<file path="config.mk">
export PLATFORM = sky130hd
export DESIGN_NAME = apb_arbiter
export DESIGN_NICKNAME = d
export VERILOG_FILES = /design/src/rtl/apb_arbiter.sv
export SDC_FILE = /design/constraint.sdc
export NUM_CORES = 1
export LEC_CHECK = 0
export BUFFER_PORTS_ARGS = -buffer_cell sky130_fd_sc_hd__buf_2
export CAP_MARGIN = 20
export CORE_AREA = 4 4 121 123
export DETAILED_ROUTE_END_ITERATION = 8
export DIE_AREA = 0 0 125 127
export SYNTH_ARGS = -nofsm -noshare
export SYNTH_HDL_FRONTEND = slang
export SYNTH_SLANG_ARGS = --single-unit
</file>
<file path="constraint.sdc">
create_clock -name PCLK -period 3.23 [get_ports PCLK]
set_input_delay 0.4845 -clock PCLK [delete_from_list [all_inputs] [get_ports PCLK]]
set_output_delay 0.4845 -clock PCLK [all_outputs]
set_load 0.02 [all_outputs]
</file>
<file path="src/rtl/apb_arbiter.sv">
// apb_arbiter: two-master round-robin arbiter in front of a single APB bridge.
// One transaction is in flight at a time: IDLE -> ISSUE -> WAIT -> DONE.
// Optional watchdog: define APB_ARB_TIMEOUT_EN to end a stalled WAIT after
// TIMEOUT_CYCLES cycles with Mn_ERR=1 and Mn_RDATA=0. Without the macro the
// error outputs are tied low and WAIT lasts until the bridge is ready.
module apb_arbiter #(
  parameter int ADDR_WIDTH     = 32,
  parameter int TIMEOUT_CYCLES = 255
) (
  input  logic                  PCLK,
  input  logic                  PRESET,
  input  logic                  M0_REQ,
  input  logic [ADDR_WIDTH-1:0] M0_ADDR,
  input  logic                  M0_WRITE,
  input  logic [3:0]            M0_BE,
  input  logic [31:0]           M0_WDATA,
  output logic                  M0_ACK,
  output logic [31:0]           M0_RDATA,
  output logic                  M0_ERR,
  input  logic                  M1_REQ,
  input  logic [ADDR_WIDTH-1:0] M1_ADDR,
  input  logic                  M1_WRITE,
  input  logic [3:0]            M1_BE,
  input  logic [31:0]           M1_WDATA,
  output logic                  M1_ACK,
  output logic [31:0]           M1_RDATA,
  output logic                  M1_ERR,
  output logic                  HSEL,
  output logic [ADDR_WIDTH-1:0] HADDR,
  output logic                  HWRITE,
  output logic [3:0]            HBE,
  output logic [31:0]           HWDATA,
  input  logic [31:0]           HRDATA,
  input  logic                  HREADY
);

  localparam logic [1:0] IDLE  = 2'd0;
  localparam logic [1:0] ISSUE = 2'd1;
  localparam logic [1:0] WAIT  = 2'd2;
  localparam logic [1:0] DONE  = 2'd3;

  logic [1:0]  state;
  logic        grant;       // master owning the current transaction
  logic        last_grant;  // master served most recently
  logic        wait_first;  // first WAIT cycle: bridge is in SETUP
  logic        winner;
  logic [31:0] capture;
  logic [31:0] rdata0;
  logic [31:0] rdata1;

`ifdef APB_ARB_TIMEOUT_EN
  localparam int CNT_W = (TIMEOUT_CYCLES < 2) ? 1 : $clog2(TIMEOUT_CYCLES);
  logic [CNT_W-1:0] wait_cnt;
  logic             err0;
  logic             err1;
`else
  // Watchdog is compiled out; the limit is kept only so both builds share
  // one parameter list.
  localparam int unused_timeout = TIMEOUT_CYCLES;
`endif

  // Round-robin pick: on a tie the master not served last wins.
  always_comb begin
    winner  = M1_REQ;
    if (M0_REQ && M1_REQ) winner = ~last_grant;
    capture = (grant ? M1_WRITE : M0_WRITE) ? 32'd0 : HRDATA;
  end

  // Transaction FSM, per-master read-data capture and optional watchdog.
  always_ff @(posedge PCLK) begin
    if (PRESET) begin
      state      <= IDLE;
      grant      <= 1'b0;
      last_grant <= 1'b1;
      wait_first <= 1'b0;
      rdata0     <= '0;
      rdata1     <= '0;
`ifdef APB_ARB_TIMEOUT_EN
      wait_cnt   <= '0;
      err0       <= 1'b0;
      err1       <= 1'b0;
`endif
    end else begin
      case (state)
        IDLE: begin
          if (M0_REQ || M1_REQ) begin
            grant <= winner;
            state <= ISSUE;
          end
        end
        ISSUE: begin
          state      <= WAIT;
          wait_first <= 1'b1;
`ifdef APB_ARB_TIMEOUT_EN
          wait_cnt   <= '0;
`endif
        end
        WAIT: begin
          wait_first <= 1'b0;
          if (!wait_first && HREADY) begin
            if (grant) rdata1 <= capture;
            else       rdata0 <= capture;
`ifdef APB_ARB_TIMEOUT_EN
            if (grant) err1 <= 1'b0;
            else       err0 <= 1'b0;
`endif
            last_grant <= grant;
            state      <= DONE;
          end
`ifdef APB_ARB_TIMEOUT_EN
          // A timed-out master still counts as served for round-robin.
          else if (wait_cnt == CNT_W'(TIMEOUT_CYCLES - 1)) begin
            if (grant) begin
              rdata1 <= '0;
              err1   <= 1'b1;
            end else begin
              rdata0 <= '0;
              err0   <= 1'b1;
            end
            last_grant <= grant;
            state      <= DONE;
          end else begin
            wait_cnt <= wait_cnt + CNT_W'(1);
          end
`endif
        end
        default: state <= IDLE;
      endcase
    end
  end

  assign HSEL     = (state == ISSUE);
  assign HADDR    = HSEL ? (grant ? M1_ADDR  : M0_ADDR)  : '0;
  assign HWRITE   = HSEL ? (grant ? M1_WRITE : M0_WRITE) : 1'b0;
  assign HBE      = HSEL ? (grant ? M1_BE    : M0_BE)    : 4'd0;
  assign HWDATA   = HSEL ? (grant ? M1_WDATA : M0_WDATA) : 32'd0;

  assign M0_ACK   = (state == DONE) && !grant;
  assign M1_ACK   = (state == DONE) && grant;
  assign M0_RDATA = rdata0;
  assign M1_RDATA = rdata1;

`ifdef APB_ARB_TIMEOUT_EN
  assign M0_ERR   = err0;
  assign M1_ERR   = err1;
`else
  assign M0_ERR   = 1'b0;
  assign M1_ERR   = 1'b0;
`endif

endmodule

</file>
==> flow_summary.toml <==
[clocking]
post_cts.repair.setup_buffers = 0
hold_buffers = 0
cts.htree.levels = 3
cts.path.max_buffers = 2
root_buffer = "sky130_fd_sc_hd__clkbuf_16"
cts_sinks = 69
cts_made_buffers = 9
clkSlewWorstSetupHoldPaths_ps = 60
cts_tree = "yes"
insertion_delay_ps = 320
post_cts.resized_instances = 0

[synth]
synth-edff-count = 0
synth_area_sq_mm = 0.004083
synth_area_per_cell_sq_um = 8.541
seq_area_frac_synth = 0.3383
synth.top_cells.by_area = "sky130_fd_sc_hd__dfxtp_1 (34%), sky130_fd_sc_hd__mux2i_1 (17%), sky130_fd_sc_hd__nand3b_1 (12%)"
distinct_cell_type_count_after_synthesis = 28
netlist.top_cell.by_area = "sky130_fd_sc_hd__dfxtp_1"
dominantRegCellSynth = "sky130_fd_sc_hd__dfxtp_1"
synth-seq-cells = 69
syn-instance-count = 478
yosysTopAreaCellShare = 0.3383
synth_top_cells_by_count = "sky130_fd_sc_hd__mux2i_1 (70), sky130_fd_sc_hd__nor2b_1 (70), sky130_fd_sc_hd__dfxtp_1 (69), sky130_fd_sc_hd__nand2_1 (66), sky130_fd_sc_hd__nand3b_1 (65)"
asyncSetResetFlopFracSynth = 0
yosys_warnings = 0

[layout]
layout-drive-gt1-share = 0.4414
design_area_sq_mm = 0.005986
flow.area_growth_from_synthesis_pct = 46.61
final_nets = 944
fillers = 1446

[die]
chipWidth_um = 125
std_cell_rows = 43
area_of_the_placeable_core_sq_mm = 0.01367
ios = 313
die_area_sq_mm = 0.01588
floorplan.die.height_um = 127
initial_core_util = 0.2988

[worst_setup_path]
reg2reg_from = "state[0]$_SDFFE_PP0P_"
critical-path-max-stage-delay_ps = 800
crit_path_end_kind = "output pin"
timing_worst_setup_path_type = "reg2out"
crit-reg2reg-capture = "M1_RDATA[6]$_SDFFE_PP0P_"
cp_data_arrival_time_ps = 2060
cp.required_ps = 2750
start_kind = "flop"
cp_slowest_cell = "sky130_fd_sc_hd__ha_2"
critPathBufInv = 2
critical_path_peak_fanout = 69
worstPathCellList = "inv_1 -> ha_2 -> nor2b_1 -> buf_2"
worst_path_dominant_cell_family = "adder cells"
setup.reg_to_reg.worst_slack_ps = 1310
ff2ff_path_depth = 5

[timing]
rsz0062_at_grt = "no"
clock.fmax_ghz = 0.3932
final.setup_skew_ps = 4.932
period_needed_ps = 2543
final.setup.tns_ps = 0
final_report_setup_violation_count = 0
slew_headroom = 0.3801
share_of_the_clock_period_used_by_the_worst_path_after_layout = 0.7873
maxSlewViolCount = 0
worstMarginPinSlew_ps = 929.9
finalHoldViolations = 0

[power]
cellPowerDensity_mw_per_mm2 = 570.5
static-leakage-power_nw = 2.791
worst_vdd_rail_ir_drop_mv = 0.3263

[run]
cap_violations = 0

[grt]
antenna_found_initial = 9
global_route.usage.total = 0.2044
grt_max_degree = 70
globalRouteOverflowTotal = 0
grt_pass1_wl_um = 25470
grt_pass1_vias = 4303

[placement]
dpl_cell_area_sq_mm = 0.005654
dp.final_hpwl_um = 13850
routabilityCongestion = 0.8439
portBuffers = 310

[detailed_routing]
drt-pass1-iter-count = 5
wl_per_cell_um = 18.06
wirelength_um = 17190
dr.first_iter.drc_count = 169
final_antenna_net_count = 0
vias = 4420
drc = 0
route.detailed.vias_per_inst = 4.643

[worst_hold_path]
min_delay_path_depth = 3
worstHoldPathType = "in2reg"
timing.hold.worst.start = "HRDATA[10]"
timing.hold.worst_endpoint = "M0_RDATA[10]$_SDFFE_PP0P_"

[status]
run_status = "finished clean"
-- layer usage --
layer	global-route usage	vias up	routed length [um]
met3	0.06480	24	1264
met4	0.06760	0	332
li1	-	2190	-
met5	0	-	0
met1	0.2393	2015	6856
met2	0.3559	191	8740
-- state kept, by name (all words and copies together), names as in the netlist --
| name | cells |
|---|---|
| M0_RDATA | 32 |
| grant | 1 |
| wait_first | 1 |
| M1_RDATA | 32 |
| state | 2 |
| last_grant | 1 |
-- placed cells by master, fill, tap and decap left out --
| cell type | synthesis | final |
|---|---|---|
| sky130_fd_sc_hd__a32oi_1 | 1 | 1 |
| sky130_fd_sc_hd__nand2_1 | 66 | 66 |
| sky130_fd_sc_hd__mux2i_1 | 70 | 70 |
| sky130_fd_sc_hd__inv_1 | 2 | 2 |
| sky130_fd_sc_hd__a211oi_1 | 1 | 1 |
| sky130_fd_sc_hd__mux2_1 | 1 | 1 |
| sky130_fd_sc_hd__inv_6 | 0 | 2 |
| sky130_fd_sc_hd__bufinv_16 | 0 | 2 |
| sky130_fd_sc_hd__nor3_1 | 1 | 1 |
| sky130_fd_sc_hd__dfxtp_4 | 0 | 1 |
| sky130_fd_sc_hd__conb_1 | 1 | 2 |
| sky130_fd_sc_hd__buf_2 | 13 | 310 |
| sky130_fd_sc_hd__ha_2 | 0 | 1 |
| sky130_fd_sc_hd__dfxtp_1 | 69 | 68 |
| sky130_fd_sc_hd__and4bb_1 | 1 | 1 |
| sky130_fd_sc_hd__and2_1 | 1 | 1 |
| sky130_fd_sc_hd__ha_1 | 6 | 5 |
| sky130_fd_sc_hd__nand4bb_1 | 1 | 1 |
| sky130_fd_sc_hd__clkbuf_16 | 0 | 9 |
| sky130_fd_sc_hd__and4b_2 | 1 | 1 |
| sky130_fd_sc_hd__nand2b_1 | 3 | 3 |
| sky130_fd_sc_hd__diode_2 | 0 | 4 |
| sky130_fd_sc_hd__a22oi_1 | 1 | 1 |
| sky130_fd_sc_hd__a21oi_1 | 64 | 64 |
| sky130_fd_sc_hd__clkinvlp_4 | 0 | 1 |
| sky130_fd_sc_hd__nor2_1 | 5 | 5 |
| sky130_fd_sc_hd__nor2b_1 | 70 | 70 |
| sky130_fd_sc_hd__buf_4 | 9 | 9 |
| sky130_fd_sc_hd__a211o_2 | 1 | 1 |
| sky130_fd_sc_hd__nand3b_1 | 65 | 65 |
| sky130_fd_sc_hd__inv_4 | 0 | 1 |
| sky130_fd_sc_hd__clkinv_2 | 0 | 1 |
| sky130_fd_sc_hd__nand4b_1 | 1 | 1 |
-- logic make-up (layout without fill, tap and decap cells) --
family                     Yosys count  in the layout  share of synthesized area
AOI/OAI and AO/OA                   68             68                    0.08673
adders and majority gates            6              6                    0.01839
buffers and inverters               48            337                    0.07110
DFF                                 69             69                     0.3383
muxes                               71             71                     0.1744
other                                1              6                  0.0009185
and+or+nand+nor                    215            215                     0.3101
-- tightest hold or removal path, delay by kind of cell --
| family | cells | cell delay [ps] |
|---|---|---|
| compound gates | 1 | 60 |
| buf+inv | 1 | 100 |
| simple gates | 1 | 70 |
-- area by class of cell --
class                   instances  area [sq um]  area share
multi-input cells             362          2417      0.4038
repair buffers                319          1619      0.2705
flip-flops and latches         69          1385      0.2314
clock buffers                   9         225.2     0.03763
well taps                     180         225.2     0.03763
clock inverters                 7         96.34     0.01610
diodes                          4         10.01    0.001672
inverters                       2         7.507    0.001254
-- stage by stage --
step	util	hold WS [ps]	power, W	setup slack, ps	cells
final	0.4380	438.6	0.003415	687.0	952
after global routing	0.4378	434.9	0.003593	475.5	951
after CTS	0.4373	424.9	0.003449	652.7	948
after detailed placement	0.4138	441.8	0.002374	1011	932
after global placement	0.4138	436.8	0.002373	1038	932
after floorplan	-	438.8	0.001915	1321	479
-- report_power, final --
group	switching (W)	internal (W)
clock	0.000382	0.000680
combinational	0.000819	0.000581
sequential	0.0000602	0.000893
-- how the worst max path moves through the flow --
stage	startpoint	endpoint	cells past startpoint
2_1_floorplan	state[1]$_SDFFE_PP0P_	HWDATA[20]	5
3_3_place_gp	state[1]$_SDFFE_PP0P_	HWDATA[27]	4
3_5_place_dp	state[1]$_SDFFE_PP0P_	HWDATA[9]	4
4_1_cts	state[1]$_SDFFE_PP0P_	HWDATA[9]	4
5_1_grt	state[1]$_SDFFE_PP0P_	HWDATA[6]	4
6_report	state[1]$_SDFFE_PP0P_	HWDATA[9]	4
Power figures use the tool's default switching activity.
